<file path="config.mk">
export PLATFORM = sky130hd
export DESIGN_NAME = wb_mem_arbiter_flat
export DESIGN_NICKNAME = d
export VERILOG_FILES = /design/src/rtl/wb_mem_arbiter_if.sv /design/src/rtl/wb_mem_arbiter.sv /design/src/flat_wrapper.sv
export SDC_FILE = /design/constraint.sdc
export NUM_CORES = 1
export LEC_CHECK = 0
export CAP_MARGIN = 20
export CORE_ASPECT_RATIO = 0.7
export CORE_UTILIZATION = 50
export CTS_CLUSTER_DIAMETER = 200
export CTS_CLUSTER_SIZE = 20
export DETAILED_ROUTE_END_ITERATION = 16
export HOLD_SLACK_MARGIN = 0.02
export PLACE_DENSITY = 0.76
export SYNTH_ARGS = -nofsm -noshare
export SYNTH_HDL_FRONTEND = slang
export SYNTH_SLANG_ARGS = --single-unit
</file>
<file path="constraint.sdc">
create_clock -name CLK -period 6.9 [get_ports CLK]
set_input_delay 1.38 -clock CLK [delete_from_list [all_inputs] [get_ports CLK]]
set_output_delay 1.38 -clock CLK [all_outputs]
set_load 0.02 [all_outputs]
</file>
<file path="src/rtl/wb_mem_arbiter_if.sv">
// Bus bundle between the core's d$/i$ request ports, the store buffer/arbiter and the RAM.
//   slave  : view used by wb_mem_arbiter (takes core requests and RAM responses, drives the rest)
//   master : view used by whatever drives the core and RAM sides (e.g. a testbench)
// Signal groups: d$ load request/response, d$ store request, i$ fetch, RAM port, buffer status.
interface wb_mem_arbiter_if #(
  parameter int unsigned DEPTH    = 4,
  parameter int unsigned ADDR_W   = 14,
  parameter int unsigned DATA_W   = 32,
  parameter int unsigned LQ_IDX_W = 3
);
  localparam int unsigned CNT_W = $clog2(DEPTH) + 1;

  // d$ load
  logic                dread_req_valid;
  logic [LQ_IDX_W-1:0] dread_req_lq_index;
  logic [ADDR_W-1:0]   dread_req_addr;
  logic                dread_req_blocked;
  logic                dread_resp_valid;
  logic [LQ_IDX_W-1:0] dread_resp_lq_index;
  logic [DATA_W-1:0]   dread_resp_data;
  // d$ store
  logic                dwrite_req_valid;
  logic [ADDR_W-1:0]   dwrite_req_addr;
  logic [DATA_W-1:0]   dwrite_req_data;
  logic                dwrite_req_blocked;
  // i$ fetch
  logic                iread_req;
  logic [31:0]         iread_addr;
  logic                iread_hit;
  logic [DATA_W-1:0]   iread_data;
  // RAM port
  logic                mem_ren;
  logic                mem_wen;
  logic [31:0]         mem_addr;
  logic [DATA_W-1:0]   mem_store;
  logic [DATA_W-1:0]   mem_load;
  logic                mem_ready;
  // buffer status
  logic                wb_empty;
  logic [CNT_W-1:0]    wb_count;

  modport slave (
    input  dread_req_valid, dread_req_lq_index, dread_req_addr,
    output dread_req_blocked, dread_resp_valid, dread_resp_lq_index, dread_resp_data,
    input  dwrite_req_valid, dwrite_req_addr, dwrite_req_data,
    output dwrite_req_blocked,
    input  iread_req, iread_addr,
    output iread_hit, iread_data,
    output mem_ren, mem_wen, mem_addr, mem_store,
    input  mem_load, mem_ready,
    output wb_empty, wb_count
  );

  modport master (
    output dread_req_valid, dread_req_lq_index, dread_req_addr,
    input  dread_req_blocked, dread_resp_valid, dread_resp_lq_index, dread_resp_data,
    output dwrite_req_valid, dwrite_req_addr, dwrite_req_data,
    input  dwrite_req_blocked,
    output iread_req, iread_addr,
    input  iread_hit, iread_data,
    input  mem_ren, mem_wen, mem_addr, mem_store,
    output mem_load, mem_ready,
    input  wb_empty, wb_count
  );
endinterface

</file>
<file path="src/rtl/wb_mem_arbiter.sv">
// Store buffer and single-port RAM arbiter for one core.
// d$ stores are queued in a DEPTH-entry FIFO and drained to RAM; d$ loads are forwarded from the
// youngest matching buffered store or read from RAM; i$ fetches get the RAM when nothing else does.
// Ports: CLK, nRST (async active-low), bus (wb_mem_arbiter_if.slave: d$ load/store, i$ fetch,
// RAM port, wb_empty/wb_count).
// Optional feature: define WB_COALESCE_EN to merge a store into the youngest entry when the
// address matches (accepted even when the buffer is full).
module wb_mem_arbiter #(
  parameter int unsigned DEPTH    = 4,
  parameter int unsigned ADDR_W   = 14,
  parameter int unsigned DATA_W   = 32,
  parameter int unsigned LQ_IDX_W = 3
) (
  input logic             CLK,
  input logic             nRST,
  wb_mem_arbiter_if.slave bus
);
  localparam int unsigned IDX_W = $clog2(DEPTH);
  localparam int unsigned PTR_W = IDX_W + 1;

  typedef enum logic [1:0] {GntNone, GntDrain, GntLoad, GntFetch} gnt_e;
  typedef enum logic {StIdle, StFetchWait} state_e;

  logic [DEPTH-1:0]    valid_q;
  logic [ADDR_W-1:0]   addr_q [DEPTH];
  logic [DATA_W-1:0]   data_q [DEPTH];
  logic [PTR_W-1:0]    head_q, tail_q, count;
  logic [IDX_W-1:0]    head_idx, tail_idx, fwd_idx;
  logic                full, empty;
  logic                fwd_hit;
  logic [DATA_W-1:0]   fwd_data;
  logic                drain_done, load_served, enq, coalesce;
  state_e              state_q, state_d;
  gnt_e                gnt;
  logic                resp_valid_q;
  logic [LQ_IDX_W-1:0] resp_lq_q;
  logic [DATA_W-1:0]   resp_data_q;

  assign head_idx = head_q[IDX_W-1:0];
  assign tail_idx = tail_q[IDX_W-1:0];
  assign count    = tail_q - head_q;
  assign empty    = (head_q == tail_q);
  assign full     = (head_idx == tail_idx) && (head_q[PTR_W-1] != tail_q[PTR_W-1]);

  // Walk oldest to youngest so the last match (closest to tail) wins.
  always_comb begin
    fwd_hit  = 1'b0;
    fwd_data = '0;
    fwd_idx  = '0;
    for (int unsigned i = 0; i < DEPTH; i++) begin
      fwd_idx = head_idx + IDX_W'(i);
      if ((PTR_W'(i) < count) && valid_q[fwd_idx] && (addr_q[fwd_idx] == bus.dread_req_addr)) begin
        fwd_hit  = 1'b1;
        fwd_data = data_q[fwd_idx];
      end
    end
  end

  // Arbitration and next state. A fetch left waiting on RAM keeps its grant against a plain
  // drain; only a full buffer or a new d$ load may take the port from it.
  always_comb begin
    gnt = GntNone;
    if (full) begin
      gnt = GntDrain;
    end else if (bus.dread_req_valid && !fwd_hit) begin
      gnt = GntLoad;
    end else if ((state_q == StFetchWait) && bus.iread_req) begin
      gnt = GntFetch;
    end else if (!empty) begin
      gnt = GntDrain;
    end else if (bus.iread_req) begin
      gnt = GntFetch;
    end
    state_d = ((gnt == GntFetch) && !bus.mem_ready) ? StFetchWait : StIdle;
  end

  always_ff @(posedge CLK or negedge nRST) begin
    if (!nRST) begin
      state_q <= StIdle;
    end else begin
      state_q <= state_d;
    end
  end

  // RAM request outputs
  always_comb begin
    bus.mem_ren  = 1'b0;
    bus.mem_wen  = 1'b0;
    bus.mem_addr = '0;
    unique case (gnt)
      GntDrain: begin
        bus.mem_wen  = 1'b1;
        bus.mem_addr = {{(32-ADDR_W-2){1'b0}}, addr_q[head_idx], 2'b00};
      end
      GntLoad: begin
        bus.mem_ren  = 1'b1;
        bus.mem_addr = {{(32-ADDR_W-2){1'b0}}, bus.dread_req_addr, 2'b00};
      end
      GntFetch: begin
        bus.mem_ren  = 1'b1;
        bus.mem_addr = bus.iread_addr;
      end
      default: ;
    endcase
  end

  assign bus.mem_store  = data_q[head_idx];
  assign bus.iread_hit  = (gnt == GntFetch) && bus.mem_ready;
  assign bus.iread_data = bus.mem_load;

  assign drain_done  = (gnt == GntDrain) && bus.mem_ready;
  assign load_served = bus.dread_req_valid && (fwd_hit || ((gnt == GntLoad) && bus.mem_ready));
  assign bus.dread_req_blocked = bus.dread_req_valid && !load_served;

`ifdef WB_COALESCE_EN
  logic [IDX_W-1:0] young_idx;
  assign young_idx = tail_idx - 1'b1;
  // Never merge into the head entry in the cycle its drain completes: that data is already gone.
  assign coalesce = bus.dwrite_req_valid && !empty && valid_q[young_idx] &&
                    (addr_q[young_idx] == bus.dwrite_req_addr) &&
                    !((young_idx == head_idx) && drain_done);
`else
  assign coalesce = 1'b0;
`endif

  assign bus.dwrite_req_blocked = full && !coalesce;
  assign enq = bus.dwrite_req_valid && !full && !coalesce;

  // Enqueue and dequeue never share an index: that would need the buffer to be full, and a full
  // buffer accepts no allocating store.
  always_ff @(posedge CLK or negedge nRST) begin
    if (!nRST) begin
      valid_q <= '0;
      head_q  <= '0;
      tail_q  <= '0;
      for (int unsigned i = 0; i < DEPTH; i++) begin
        addr_q[i] <= '0;
        data_q[i] <= '0;
      end
    end else begin
      if (enq) begin
        valid_q[tail_idx] <= 1'b1;
        addr_q[tail_idx]  <= bus.dwrite_req_addr;
        data_q[tail_idx]  <= bus.dwrite_req_data;
        tail_q            <= tail_q + 1'b1;
      end
`ifdef WB_COALESCE_EN
      if (coalesce) begin
        data_q[young_idx] <= bus.dwrite_req_data;
      end
`endif
      if (drain_done) begin
        valid_q[head_idx] <= 1'b0;
        head_q            <= head_q + 1'b1;
      end
    end
  end

  always_ff @(posedge CLK or negedge nRST) begin
    if (!nRST) begin
      resp_valid_q <= 1'b0;
      resp_lq_q    <= '0;
      resp_data_q  <= '0;
    end else begin
      resp_valid_q <= load_served;
      if (load_served) begin
        resp_lq_q   <= bus.dread_req_lq_index;
        resp_data_q <= fwd_hit ? fwd_data : bus.mem_load;
      end
    end
  end

  assign bus.dread_resp_valid    = resp_valid_q;
  assign bus.dread_resp_lq_index = resp_lq_q;
  assign bus.dread_resp_data     = resp_data_q;
  assign bus.wb_empty            = empty;
  assign bus.wb_count            = count;
endmodule
</file>
<file path="src/flat_wrapper.sv">
// flat-port wrapper written by rule: the top's interface ports become plain ports
module wb_mem_arbiter_flat 
#(
  parameter int unsigned DEPTH    = 4,
  parameter int unsigned ADDR_W   = 14,
  parameter int unsigned DATA_W   = 32,
  parameter int unsigned LQ_IDX_W = 3
)
  (CLK, nRST, bus_dread_req_valid, bus_dread_req_lq_index, bus_dread_req_addr, bus_dread_req_blocked, bus_dread_resp_valid, bus_dread_resp_lq_index, bus_dread_resp_data, bus_dwrite_req_valid, bus_dwrite_req_addr, bus_dwrite_req_data, bus_dwrite_req_blocked, bus_iread_req, bus_iread_addr, bus_iread_hit, bus_iread_data, bus_mem_ren, bus_mem_wen, bus_mem_addr, bus_mem_store, bus_mem_load, bus_mem_ready, bus_wb_empty, bus_wb_count);
  wb_mem_arbiter_if #(.DEPTH(DEPTH), .ADDR_W(ADDR_W), .DATA_W(DATA_W), .LQ_IDX_W(LQ_IDX_W)) bus_i ();
  input logic CLK;
  input logic nRST;
  input wire logic [$bits(bus_i.dread_req_valid)-1:0] bus_dread_req_valid;
  input wire logic [$bits(bus_i.dread_req_lq_index)-1:0] bus_dread_req_lq_index;
  input wire logic [$bits(bus_i.dread_req_addr)-1:0] bus_dread_req_addr;
  output wire logic [$bits(bus_i.dread_req_blocked)-1:0] bus_dread_req_blocked;
  output wire logic [$bits(bus_i.dread_resp_valid)-1:0] bus_dread_resp_valid;
  output wire logic [$bits(bus_i.dread_resp_lq_index)-1:0] bus_dread_resp_lq_index;
  output wire logic [$bits(bus_i.dread_resp_data)-1:0] bus_dread_resp_data;
  input wire logic [$bits(bus_i.dwrite_req_valid)-1:0] bus_dwrite_req_valid;
  input wire logic [$bits(bus_i.dwrite_req_addr)-1:0] bus_dwrite_req_addr;
  input wire logic [$bits(bus_i.dwrite_req_data)-1:0] bus_dwrite_req_data;
  output wire logic [$bits(bus_i.dwrite_req_blocked)-1:0] bus_dwrite_req_blocked;
  input wire logic [$bits(bus_i.iread_req)-1:0] bus_iread_req;
  input wire logic [$bits(bus_i.iread_addr)-1:0] bus_iread_addr;
  output wire logic [$bits(bus_i.iread_hit)-1:0] bus_iread_hit;
  output wire logic [$bits(bus_i.iread_data)-1:0] bus_iread_data;
  output wire logic [$bits(bus_i.mem_ren)-1:0] bus_mem_ren;
  output wire logic [$bits(bus_i.mem_wen)-1:0] bus_mem_wen;
  output wire logic [$bits(bus_i.mem_addr)-1:0] bus_mem_addr;
  output wire logic [$bits(bus_i.mem_store)-1:0] bus_mem_store;
  input wire logic [$bits(bus_i.mem_load)-1:0] bus_mem_load;
  input wire logic [$bits(bus_i.mem_ready)-1:0] bus_mem_ready;
  output wire logic [$bits(bus_i.wb_empty)-1:0] bus_wb_empty;
  output wire logic [$bits(bus_i.wb_count)-1:0] bus_wb_count;
  assign bus_i.dread_req_valid = bus_dread_req_valid;
  assign bus_i.dread_req_lq_index = bus_dread_req_lq_index;
  assign bus_i.dread_req_addr = bus_dread_req_addr;
  assign bus_dread_req_blocked = bus_i.dread_req_blocked;
  assign bus_dread_resp_valid = bus_i.dread_resp_valid;
  assign bus_dread_resp_lq_index = bus_i.dread_resp_lq_index;
  assign bus_dread_resp_data = bus_i.dread_resp_data;
  assign bus_i.dwrite_req_valid = bus_dwrite_req_valid;
  assign bus_i.dwrite_req_addr = bus_dwrite_req_addr;
  assign bus_i.dwrite_req_data = bus_dwrite_req_data;
  assign bus_dwrite_req_blocked = bus_i.dwrite_req_blocked;
  assign bus_i.iread_req = bus_iread_req;
  assign bus_i.iread_addr = bus_iread_addr;
  assign bus_iread_hit = bus_i.iread_hit;
  assign bus_iread_data = bus_i.iread_data;
  assign bus_mem_ren = bus_i.mem_ren;
  assign bus_mem_wen = bus_i.mem_wen;
  assign bus_mem_addr = bus_i.mem_addr;
  assign bus_mem_store = bus_i.mem_store;
  assign bus_i.mem_load = bus_mem_load;
  assign bus_i.mem_ready = bus_mem_ready;
  assign bus_wb_empty = bus_i.wb_empty;
  assign bus_wb_count = bus_i.wb_count;
  wb_mem_arbiter #(.DEPTH(DEPTH), .ADDR_W(ADDR_W), .DATA_W(DATA_W), .LQ_IDX_W(LQ_IDX_W)) u_core (.CLK(CLK), .nRST(nRST), .bus(bus_i));
endmodule
</file>
# After elaboration in Yosys (flattened, before gate mapping)
# Cells that the tools add are included.
# classes
add_sub_neg,6
n_mux,62
n_eq_ne,10
bitwise_logic,8
reduce_logical,27
magnitude_cmp,17
# op_table
operator,n
32-bit 2-to-1 mux,14
32-bit binary-select mux with 2-bit select,4
128-bit bitwise mux,1
14-bit 2-to-1 mux,9
14-bit binary-select mux with 2-bit select,4
32-bit one-hot mux with 3 select lines,1
32-bit demux with 2-bit select,1
56-bit bitwise mux,1
14-bit == test,4
14-bit demux with 2-bit select,1
1-bit logical AND,21
3-bit greater-or-equal comparator (second input constant),5
2-bit by 3-bit less-than comparator with 1-bit output (second input constant),5
2-bit inverter with 3-bit output,5
1-bit 2-to-1 mux,13
2-bit 2-to-1 mux,5
1-bit binary-select mux with 2-bit select,4
4-bit 2-to-1 mux,2
3-bit by 1-bit adder with 3-bit output (second input constant),2
1-bit by 3-bit less-than comparator with 1-bit output (first input constant),2
2-bit by 3-bit less-than comparator with 1-bit output (first input constant),2
2-bit adder (second input constant),2
4-bit AND,1
1-bit demux with 2-bit select,2
other kinds (14),19
# word_totals
input_bits,133
ff_bits,231
word_cells,145
out_inout_bits,141

# Logic depth before layout (Yosys ltp)
# Gate-level depths: netlist of run 1.
# depth
word_depth,20
ltp_mapped,20
mapped_depth_nobuf,11

# Worst setup path before layout of run 1
# OpenSTA, ideal clock, no wires.
# synth_path
path_type,reg2out
start,reg u_core.head_q[1]
end,out bus_mem_addr[10]
required_ns,5.520
n_path_buf,9
arrival_time_ns,5.073
path_stages_with_launch,20
setup_slack_ns,0.447
path_cell_list,dfrtp_1 > buf_2 > buf_2 > buf_2 > buf_1 > buf_1 > inv_1 > ha_1 > buf_2 > buf_4 > mux4_2 > xnor2_1 > nand4_1 > or4_1 > and4_1 > a31oi_1 > buf_2 > buf_6 > a32oi_1 > a21oi_1
# synth_via
elab_chain_len,16
elab_cells_between_ends,61
classes_between,add/sub (4); order compare (4); eq/ne (9); mux (29); bitwise (4); reduce/logical (11)
# synth_rtl
element,line_no,rtl
from (decl),wb_mem_arbiter.sv:27,"logic [PTR_W-1:0] head_q, tail_q, count;"
from (signal assigned),wb_mem_arbiter.sv:154,head_q <= head_q + 1'b1;
2-bit by 1-bit adder with 2-bit output / 2-bit inverter with 3-bit output (equally long branches),"wb_mem_arbiter.sv:51, wb_mem_arbiter.sv:52, wb_mem_arbiter.sv:93",
2-bit inverter with 3-bit output (implied by the code) / 14-bit binary-select mux with 2-bit select (equally long branches),"wb_mem_arbiter.sv:52, wb_mem_arbiter.sv:93",
14-bit binary-select mux with 2-bit select / 14-bit 2-to-1 mux (equally long branches),"wb_mem_arbiter.sv:52, wb_mem_arbiter.sv:93",
"14-bit 2-to-1 mux, on equally long branches","wb_mem_arbiter.sv:52, wb_mem_arbiter.sv:93",
14-bit 2-to-1 mux (implied by the code) / 14-bit == test (equally long branches),wb_mem_arbiter.sv:52,if ((PTR_W'(i) < count) && valid_q[fwd_idx] && (addr_q[fwd_idx] == bus.dread_req_addr)) begin
14-bit == test / 1-bit logical AND (equally long branches),wb_mem_arbiter.sv:52,
1-bit logical AND / 1-bit 2-to-1 mux (equally long branches),wb_mem_arbiter.sv:52,
1-bit 2-to-1 mux (3 in series),wb_mem_arbiter.sv:52,
1-bit logical NOT,wb_mem_arbiter.sv:65,end else if (bus.dread_req_valid && !fwd_hit) begin
1-bit logical AND,wb_mem_arbiter.sv:65,
2-bit 2-to-1 mux,wb_mem_arbiter.sv:65,
2-bit 2-to-1 mux,wb_mem_arbiter.sv:63,if (full) begin
2-bit == test / 2-bit by 1-bit == test with 1-bit output (equally long branches),wb_mem_arbiter.sv:90,unique case (gnt)
32-bit one-hot mux with 3 select lines (*),wb_mem_arbiter.sv:90,
to (decl),flat_wrapper.sv:30,output wire logic [$bits(bus_i.mem_addr)-1:0] bus_mem_addr;
# Every way passes the cells marked *; elsewhere a longest branch is shown, timed or not. The select of a mux whose other input is x is not followed.

# Final worst setup path of run 1
# layout_path
start,reg u_core.head_q[0]
end,out bus_mem_addr[5]
# layout_via
elab_cells_between_ends,61
classes_between,add/sub (4); order compare (4); eq/ne (9); mux (29); bitwise (4); reduce/logical (11)
# layout_lines
element,line_no,rtl
2-bit adder (*),wb_mem_arbiter.sv:51,fwd_idx = head_idx + IDX_W'(i);
via u_core.fwd_idx[0],wb_mem_arbiter.sv:28,"logic [IDX_W-1:0] head_idx, tail_idx, fwd_idx;"
2-bit inverter with 3-bit output (implied by the code),wb_mem_arbiter.sv:52,
14-bit binary-select mux with 2-bit select,wb_mem_arbiter.sv:52,
14-bit 2-to-1 mux (implied by the code) (2 in series),wb_mem_arbiter.sv:52,
14-bit == test,wb_mem_arbiter.sv:52,
1-bit logical AND (*),wb_mem_arbiter.sv:52,
1-bit 2-to-1 mux (*),wb_mem_arbiter.sv:52,
1-bit logical NOT (*),wb_mem_arbiter.sv:65,
1-bit logical AND (*),wb_mem_arbiter.sv:65,
2-bit 2-to-1 mux (*),wb_mem_arbiter.sv:65,
2-bit 2-to-1 mux (*),wb_mem_arbiter.sv:63,
2-bit == test / 2-bit by 1-bit == test with 1-bit output (equally long branches),wb_mem_arbiter.sv:90,
32-bit one-hot mux with 3 select lines (*),wb_mem_arbiter.sv:90,
# The timed path passes the listed nets; every way through them passes the cells marked *. The select of a mux whose other input is x is not followed.

==> results of run 1 <==
## worst max-delay path by stage
stage / endpoint / slack, ns / depth (start not counted)
finish: bus_mem_addr[5] / 0.16 / 12
global route: bus_mem_addr[11] / 0.05 / 13
CTS: bus_mem_addr[5] / 0.20 / 12
detailed placement: bus_mem_addr[11] / 0.43 / 11
global placement: bus_mem_addr[11] / 0.54 / 11
floorplan: bus_mem_addr[10] / 0.45 / 19
## power by group through the flow
stage,sequential [mW],clock (mW),combinational [mW]
after floorplan,2.70,0,5.26
after global placement,2.74,0,7.23
after detailed placement,2.82,0,7.33
after CTS,2.80,0.902,7.37
after global routing,2.95,0.946,7.91
final,2.84,0.879,7.45
## cell type report
cell class | instances | area share [%]
multi-input cells | 818 | 48.4
flip-flops and latches | 231 | 30.1
repair buffers | 305 | 15.9
well taps | 420 | 2.73
clock buffers | 16 | 1.97
inverters | 42 | 0.819
clock inverters | 2 | 0.104
diodes | 1 | 0.0130
## cells by family (layout without fill, tap and decap cells)
logic type	Yosys count	in the layout	synth area share (%)
XOR/XNOR	65	65	3.65
other	0	1	0
flip-flops	231	231	36.2
AO/OA/AOI/OAI	184	184	8.21
buffers and inverters	194	365	5.88
AND/OR/NAND/NOR	174	174	5.52
adder cells (fa/ha/maj)	11	11	0.908
multiplexers	384	384	39.7
## flip-flops by register name, summed over array words and instances, names as in the netlist
register,cells
u_core.addr_q,56
u_core.bus.dread_resp_data,32
u_core.bus.dread_resp_lq_index,3
u_core.bus.dread_resp_valid,1
u_core.data_q,128
u_core.head_q,3
u_core.state_q,1
u_core.tail_q,3
u_core.valid_q,4
## placed cells by master (no fill, tap or decap), types with 2 or more instances in the layout
| master | netlist | layout |
|---|---|---|
| mux4_2 | 181 | 181 |
| a22oi_1 | 32 | 32 |
| nand2_2 | 0 | 4 |
| a31oi_1 | 36 | 36 |
| buf_8 | 0 | 2 |
| xnor2_1 | 55 | 55 |
| inv_1 | 42 | 42 |
| mux2_2 | 189 | 189 |
| buf_4 | 38 | 26 |
| a21oi_1 | 16 | 16 |
| clkdlybuf4s50_1 | 0 | 272 |
| xor2_1 | 9 | 9 |
| nand2_1 | 49 | 45 |
| mux2i_1 | 14 | 14 |
| clkbuf_16 | 0 | 16 |
| and2_1 | 11 | 11 |
| dfrtp_1 | 231 | 229 |
| o21a_1 | 2 | 2 |
| o21ai_0 | 10 | 10 |
| or4_1 | 4 | 3 |
| nand3_1 | 11 | 11 |
| nand2b_1 | 2 | 2 |
| nor3_1 | 3 | 3 |
| a221o_1 | 6 | 6 |
| and3_1 | 20 | 20 |
| dfrtp_4 | 0 | 2 |
| nor2_1 | 37 | 37 |
| a32oi_1 | 9 | 9 |
| nor2b_1 | 5 | 5 |
| and4_1 | 3 | 3 |
| ha_1 | 10 | 9 |
| buf_16 | 0 | 2 |
| nand4_1 | 23 | 23 |
| o211ai_1 | 65 | 65 |
## repair_timing
item	4_1_cts	5_1_grt
setup endpoints to repair	0	14
resized for setup	0	2
setup buffers	0	1
## routing by layer
| layer | part of all wire, % | up-vias | wire (microns) |
|---|---|---|---|
| met4 | 1.5 | 2 | 653 |
| met2 | 47 | 555 | 20800 |
| met1 | 43 | 6287 | 18800 |
| li1 | - | 5164 | - |
| met5 | 0.029 | - | 13 |
| met3 | 8.9 | 44 | 3950 |
## per-stage QoR
stage / instances / hold slack (ns) / power [mW] / util [%]
after detailed placement: 1813 / 0.495 / 10.2 / 60.0
after global routing: 1834 / 0.551 / 11.8 / 61.6
after global placement: 1813 / 0.488 / 9.97 / 60.0
final: 1835 / 0.509 / 11.2 / 61.6
after floorplan: 1243 / 0.486 / 7.97 / -
after CTS: 1831 / 0.515 / 11.1 / 61.3
## worst reg2reg max path: stages (launching register included)
cell and delay (ns):
dfrtp_4 0.50, inv_1 0.19, ha_4 0.51, mux4_2 0.58, xnor2_1 0.44, nand4_1 0.15
or4_1 0.58, and2_1 0.22, a41oi_4 0.73, buf_4 0.37, nor2_1 0.07, a31oi_1 0.15
==> flow_metrics.py, run 1 <==
metrics = {
    "yosys": {
        "synth-edff-count": 0,
        "synth_top_area_share_pct": 36.2,
        "synth_nets": 1387,
        "ys.flop_type": "dfrtp_1",
        "synthArstFlopShare_pct": 100,
        "synth-seq-area-share_pct": 36.2,
        "ys_types": 48,
        "synth-seq-cells": 231,
        "syn_inst": 1243,
        "synth_area_sq_um": 16000,
        "yosysWarnings": 0,
        "yosys-top-cells-count": "dfrtp_1 (231), mux2_2 (189), mux4_2 (181)",
        "synth_top_cell_by_area": "dfrtp_1",
        "yosysMostFrequentCell": "dfrtp_1",
        "yosys-top-cells-area": "dfrtp_1 (36%), mux4_2 (25%), mux2_2 (13%)",
        "avgSynthCellArea_sq_um": 12.9,
    },
    "detailed_routing": {
        "dr.pass1.iters": 5,
        "ant_nets": 0,
        "drc": 0,
        "wl_per_cell_microns": 24.1,
        "wirelength_microns": 44200,
        "vias": 12052,
        "vias_per_cell": 6.57,
        "drtIter0Drc": 989,
    },
    "placed_design": {
        "post_dp_cell_area_sq_um": 18800,
        "dp_hpwl_microns": 29300,
        "routabilityCongestion": 1.01,
        "place_ws_ns": 0.430,
        "io_buffers": 273,
    },
    "floorplanning": {
        "design.core.area_sq_um": 31300,
        "ioPinCount": 274,
        "initial_utilization_pct": 51.1,
        "die_area_sq_um": 32700,
        "rows": 54,
        "die_w_microns": 216,
        "die_h_microns": 152,
    },
    "grt": {
        "grt-busiest-layer": "met2",
        "track_usage_pct": 26.7,
        "grt_max_degree": 128,
        "grt_pass1_vias": 11620,
        "use_met1_pct": 38.6,
        "met3_usage_pct": 5.41,
        "globalRoute.totalOverflow": 0,
        "grt.met2_usage_pct": 42.5,
        "antenna_found_initial": 2,
        "grt_pass1_wl_microns": 68200,
    },
    "cts": {
        "clk_pin_slew_worst_paths_ns": 0.10,
        "cts-htree-levels": 1,
        "cts_root_buf": "clkbuf_16",
        "cts_buffers": 15,
        "cts_tree": "done",
        "cts-hold-fix-buffers": 0,
        "clock_latency_ns": 0.51,
        "cts_sinks": 231,
        "clock_path_buffers": 3,
    },
    "sta": {
        "finalSetupViolCount": 0,
        "hold_viol": 0,
        "rsz0062_at_grt": "no",
        "slew_headroom_pct": 30.2,
        "finalSetupTns_ns": 0,
        "fin_ws_ns": 0.164,
        "period_share_pct": 97.6,
        "tightest_slew_ns": 1.04,
        "slew_violations": 0,
        "timing.final.crit_period_ns": 6.74,
        "clock.fmax_ghz": 0.148,
        "skew_ns": 0.0428,
    },
    "worst_hold_path": {
        "hold_path_class": "flip-flop to flip-flop",
        "min_path_cells": 1,
        "min_to": "u_core.bus.dread_resp_lq_index[1]",
        "min-delay-start": "u_core.bus.dread_resp_lq_index[1]",
    },
    "power": {
        "power_switching_mw": 4.68,
        "ir_drop_mv": 0.304,
        "power_density_nw_per_um2": 580,
        "switching_share_pct": 42.0,
        "seqPwrFrac_pct": 25.4,
        "leakagePower_nw": 7.31,
        "pwr-share-clk_pct": 7.9,
        "comb_power_share_pct": 66.7,
        "intPower_mw": 6.48,
    },
    "worst_setup_path": {
        "crit_slowest_cell": "clkdlybuf4s50_1",
        "crit_required_ns": 5.52,
        "cp.arrival_ns": 5.36,
        "worstPathMaxFanout": 14,
        "critPathTopFamily": "buffers and inverters",
        "startpoint": "u_core.head_q[0]",
        "critPathKind": "flip-flop to primary output",
        "rr_startpoint": "u_core.head_q[0]",
        "reg2reg_depth": 11,
        "rrSetupSlack_ns": 2.30,
        "slowest_delay_ns": 0.62,
        "cp.buffers_inverters": 3,
        "start_kind": "flip-flop",
        "r2r_end": "u_core.bus.dread_resp_data[20]",
        "path_cells": "inv_1 > ha_4 > mux4_2 > xnor2_1 > nand4_1 > or4_1 > and4_1 > a31oi_1 > buf_4 > a32oi_1 > a21oi_1 > clkdlybuf4s50_1",
        "critPathCaptureType": "primary output",
    },
    "cells_and_area": {
        "register_area_sq_um": 5790,
        "final_cell_area_sq_um": 19300,
        "fill_cells": 2455,
        "drive_gt1_share_pct": 30.7,
        "area_delta_synth_final_pct": 20.4,
        "nets": 1557,
        "multi_input_area_sq_um": 9330,
    },
    "job": {
        "cap_viol_max_count": 0,
    },
    "outcome": {
        "status": "complete, no violations",
    },
}
Note: power is estimated with default switching activity, not from simulation.
==> run 2, diff against run 1 <==
Clock period 6.9 ns to 8.4 ns, I/O delays scaled along.
==> run 2 against run 1 <==
Compared with the run above:
- via count increased by 0.16%
- setup slack gained 0.45 ns
- combinational power decreased by 19%
- non-clock buffer count shrank 7
- sequential share of layout area increased by 0.17 points
- first-iteration DRC count rose by 13%
- clock-buffer cell count did not move
- critical endpoint is now bus_mem_addr[15]
- sequential power shrank 17%
- critical path depth unchanged
- largest power group unchanged
==> flow_metrics.py, run 2 (synthesized netlist as in run 1, its figures left out) <==
metrics = {
    "worst_setup_path": {
        "critPathTopFamily": "simple AND/OR/NAND/NOR gates",
        "path_cells": "inv_1 > ha_4 > mux4_2 > xnor2_1 > nand4_1 > or4_1 > and2_1 > nand4_1 > buf_4 > and2_1 > a21oi_1 > clkdlybuf4s50_1",
        "start_kind": "flip-flop",
        "worstPathMaxFanout": 42,
        "cp.buffers_inverters": 3,
        "cp.arrival_ns": 6.10,
        "critPathCaptureType": "primary output",
        "slowest_delay_ns": 0.85,
        "crit_slowest_cell": "dfrtp_4",
        "rrSetupSlack_ns": 3.20,
        "critPathKind": "flip-flop to primary output",
        "rr_startpoint": "u_core.head_q[1]",
        "crit_required_ns": 6.72,
        "startpoint": "u_core.head_q[1]",
    },
    "placed_design": {
        "dp_hpwl_microns": 29300,
        "io_buffers": 273,
        "routabilityCongestion": 0.969,
        "dp_cells": 1807,
    },
    "cts": {
        "cts_resized": 0,
        "cts-hold-fix-buffers": 0,
        "clk_pin_slew_worst_paths_ns": 0.09,
        "post_cts_buffers": 0,
        "cts_buffers": 15,
        "cts_tree": "done",
        "clock_latency_ns": 0.50,
        "clock_path_buffers": 3,
        "cts_root_buf": "clkbuf_16",
        "cts-htree-levels": 1,
        "cts_sinks": 231,
    },
    "sta": {
        "hold_viol": 0,
        "slew_headroom_pct": 33.6,
        "rsz0062_at_grt": "no",
        "timing.final.crit_period_ns": 7.78,
        "period_share_pct": 92.6,
        "holdWs_ns": 0.509,
        "slew_violations": 0,
        "skew_ns": 0.0258,
        "tightest_slew_ns": 0.996,
        "finalSetupViolCount": 0,
        "finalSetupTns_ns": 0,
        "clock.fmax_ghz": 0.128,
    },
    "outcome": {
        "status": "complete, no violations",
    },
    "grt": {
        "track_usage_pct": 26.9,
        "grt_pass1_wl_microns": 67900,
        "grt_pass1_vias": 11468,
        "antenna_found_initial": 4,
        "grt_max_degree": 143,
        "globalRoute.totalOverflow": 0,
    },
    "detailed_routing": {
        "vias_per_cell": 6.60,
        "drtIter0Drc": 1117,
        "ant_nets": 0,
        "wirelength_microns": 44300,
        "drc": 0,
        "wl_per_cell_microns": 24.2,
        "dr.pass1.iters": 8,
        "vias": 12071,
    },
    "power": {
        "totalPowerFinal_mw": 9.07,
        "leakagePower_nw": 7.25,
        "power_density_nw_per_um2": 474,
        "ir_drop_mv": 0.369,
    },
    "cells_and_area": {
        "layout_common_cells": "clkdlybuf4s50_1 (272), dfrtp_1 (229), mux2_2 (189), mux4_2 (181), o211ai_1 (65)",
        "area_delta_synth_final_pct": 19.8,
        "fin_util_pct": 61.2,
        "top_register": "u_core.data_q",
        "largest_reg_flops": 128,
        "final_common_cell": "clkdlybuf4s50_1",
        "drive_gt1_share_pct": 30.3,
        "nets": 1550,
        "multi_input_area_sq_um": 9330,
        "fin_cells": 1828,
        "fill_cells": 2486,
        "register_area_sq_um": 5790,
    },
    "floorplanning": {
        "rows": 54,
        "die_area_sq_um": 32700,
        "initial_utilization_pct": 51.1,
        "ioPinCount": 274,
        "die_h_microns": 152,
        "design.core.area_sq_um": 31300,
        "die_w_microns": 216,
    },
    "job": {
        "cap_viol_max_count": 0,
    },
    "worst_hold_path": {
        "hold_path_class": "flip-flop to flip-flop",
        "min-delay-start": "u_core.bus.dread_resp_lq_index[1]",
    },
}
-- run 2: cell types whose count changed in the layout (fill, tap and decap cells not counted), sizes merged --
cell | previous run | this run
buf | 32 | 25
diode | 1 | 2
inv | 44 | 43
-- run 2: metrics by stage --
step / instance area, sq um / setup slack, ns
after CTS: 19100 / 0.724
after global routing: 19100 / 0.421
after floorplan: 16000 / 1.65
after global placement: 18700 / 1.11
final: 19200 / 0.618
after detailed placement: 18700 / 0.991
-- run 2: final timing paths --
check,end,depth (start not counted)
worst max-delay path,bus_mem_addr[15],12
worst min-delay path,u_core.bus.dread_resp_lq_index[1],1
worst max register to register,u_core.bus.dread_resp_data[23],11
worst min register to register,u_core.bus.dread_resp_lq_index[1],1
max in group asynchronous,u_core.head_q[0],2
min in group asynchronous,u_core.addr_q[52],1
-- run 2: area by class of cell --
cell class | instances | share of cell area (%)
Multi-Input combinational cell | 818 | 48.7
Sequential cell | 231 | 30.2
Timing Repair Buffer | 298 | 15.4
Tap cell | 420 | 2.74
Clock buffer | 16 | 1.98
Inverter | 42 | 0.823
Clock inverter | 1 | 0.0588
Antenna cell | 2 | 0.0261
-- run 2: metal layers --
layer,up-vias,global-route usage [%],share of wire [%]
met1,6265,39.8,44
li1,5153,-,-
met3,43,5.77,8.8
met2,606,41.1,46
met5,-,0,0.054
met4,4,5.32,1.5
-- run 2: worst register-to-register path, stage by stage, from the launching register on --
cell	delay, ns
dfrtp_4	0.85
buf_4	0.85
mux4_2	0.50
xnor2_1	0.36
nand2_1	0.09
or3b_1	0.36
or4_2	0.63
buf_4	0.39
nor4bb_4	0.27
buf_4	0.31
a22oi_1	0.28
a31oi_1	0.12
-- run 2: where the power goes --
| group | internal [mW] | switching [mW] | total (mW) |
|---|---|---|---|
| Sequential | 1.69 | 0.678 | 2.37 |
| Combinational | 3.26 | 2.74 | 6.00 |
| Clock | 0.326 | 0.387 | 0.712 |
| Total | 5.27 | 3.80 | 9.07 |
==> edit: new RTL, flow settings as in run 1 <==
Remove the case item `GntLoad` of the case on `gnt`.
--- a/src/rtl/wb_mem_arbiter.sv
+++ b/src/rtl/wb_mem_arbiter.sv
@@ -94,6 +94,2 @@
       end
-      GntLoad: begin
-        bus.mem_ren  = 1'b1;
-        bus.mem_addr = {{(32-ADDR_W-2){1'b0}}, bus.dread_req_addr, 2'b00};
-      end
       GntFetch: begin
Function: changed (Yosys sat finds a counterexample within 4 cycles, from zero or initial values and one cycle with nRST low).
==> edit against run 1 <==
Setup slack better by 0.13 ns. Sequential cell count stayed put. Combinational power down 2%. Die area up 0.88%. Design area increased by 0.60%. Area after synthesis rose by 0.89%. Count of clock-buffer cells in the layout is 1 higher. Sequential power about the same. Wire length is 2.7% higher. Power shrank 1.4%. Largest cell class unchanged. Largest power group unchanged.
==> edit: results (changes against run 1) <==
metric,value,unit,change
outcome,completed,,unchanged
Via density,6.57,,about the same
Final Core Density,0.617,,was 0.616
crit path max fanout,53,,was 14
Syn Nets,1381,,"was 1,387"
Combinational Power,0.00730,W,was 0.00745 W
fillers,2444,,"was 2,455"
Inserted Clock Buffers,15,,unchanged
post-layout min period,6.61,ns,was 6.74 ns
Yosys top cell area share,0.358,,was 0.362
pwr dens,568,mW/mm^2,was 580 mW/mm^2
post-synthesis adder-cell area fraction,0.00900,,was 0.00908
WP data arrival,5.23,ns,was 5.36 ns
"slowest stage delay, CP",0.66,ns,was 0.62 ns
post-detail-place hpwl,30300,um,"was 29,300 um"
layout cells sized above 1,0.309,,was 0.307
maximum number of pins on one net before global-route repair,186,,was 128
skew final,0.0245,ns,was 0.0428 ns
comb_multi_in,813,,was 818
worst slew pin tran,1.05,ns,was 1.04 ns
Inst Count DP,1806,,"was 1,813"
met3 WL post-DR,4520,um,was 3950 um
register area share after synthesis,0.358,,was 0.362
Met1 Wirelength,19700,um,"was 18,800 um"
non-clk buf share,0.156,,was 0.159
synth top area cells,"dfrtp_1, mux4_2, mux2_2, xnor2_1, mux2i_1",,"was dfrtp_1, mux4_2, mux2_2, o211ai_1, xnor2_1"
"Clock buffers and inverters, area share",0.0208,,was 0.0207
Syn Inst Count,1237,,"was 1,243"
Initial DRC Count,1117,,was 989
vias in the first global route,11800,,"was 11,600"
mux cell area share after synthesis,0.412,,was 0.397
Final GP Congestion,0.978,,was 1.01
Ant. Diodes,4,,was 1
post-synthesis compound-gate area fraction,0.0561,,was 0.0821
met1 GRT Util,0.403,,was 0.386
clock buffers,17,,was 16
met3 usage,0.0752,,was 0.0541
Min Hold Slack,0.509,ns,about the same
"Buffers, non-clock",301,,was 305
final net count,1550,,"was 1,557"
initial antenna violation count,5,,was 2
pre-CTS worst setup slack,0.730,ns,was 0.430 ns
deepest clock path buffer count,3,,unchanged
maximum VDD drop,0.284,mV,was 0.304 mV
Syn Std Cell Area,0.0161,sq mm,was 0.0160 sq mm
Area after DPL,0.0189,sq mm,was 0.0188 sq mm
Net Sw Power,0.00457,W,was 0.00468 W
GRT Total Usage,0.274,,was 0.267
first-pass GRT wire length,70100,um,"was 68,200 um"
"Inverters, non-clock",44,,was 42
Reg2Reg Setup Slack,1.44,ns,was 2.30 ns
drt wl/cell,24.8,um,was 24.1 um
met2 routed wirelength,20300,um,"was 20,800 um"
[edit: logic make-up (layout without fill, tap and decap cells)]
logic type | Yosys count | count (layout)
mux | 414 | 414
flops | 231 | 231
simple gates | 210 | 210
buf+inv | 193 | 364
compound gates | 114 | 114
xor+xnor | 64 | 64
fa+ha+maj | 11 | 11
other cells | 0 | 4
[edit: final timing paths]
check,from,endpoint,cells past startpoint
min reg2reg,u_core.bus.dread_resp_lq_index[0]$_DFFE_PN0P_,u_core.bus.dread_resp_lq_index[0]$_DFFE_PN0P_,1
min,u_core.bus.dread_resp_lq_index[0]$_DFFE_PN0P_,u_core.bus.dread_resp_lq_index[0]$_DFFE_PN0P_,1
max,u_core.head_q[1]$_DFFE_PN0N_,bus_mem_addr[10],12
max in group asynchronous,nRST,u_core.head_q[1]$_DFFE_PN0N_,2
max reg2reg,u_core.head_q[0]$_DFFE_PN0N_,u_core.bus.dread_resp_data[29]$_DFFE_PN0P_,12
min in group asynchronous,nRST,u_core.addr_q[45]$_DFFE_PN0P_,1
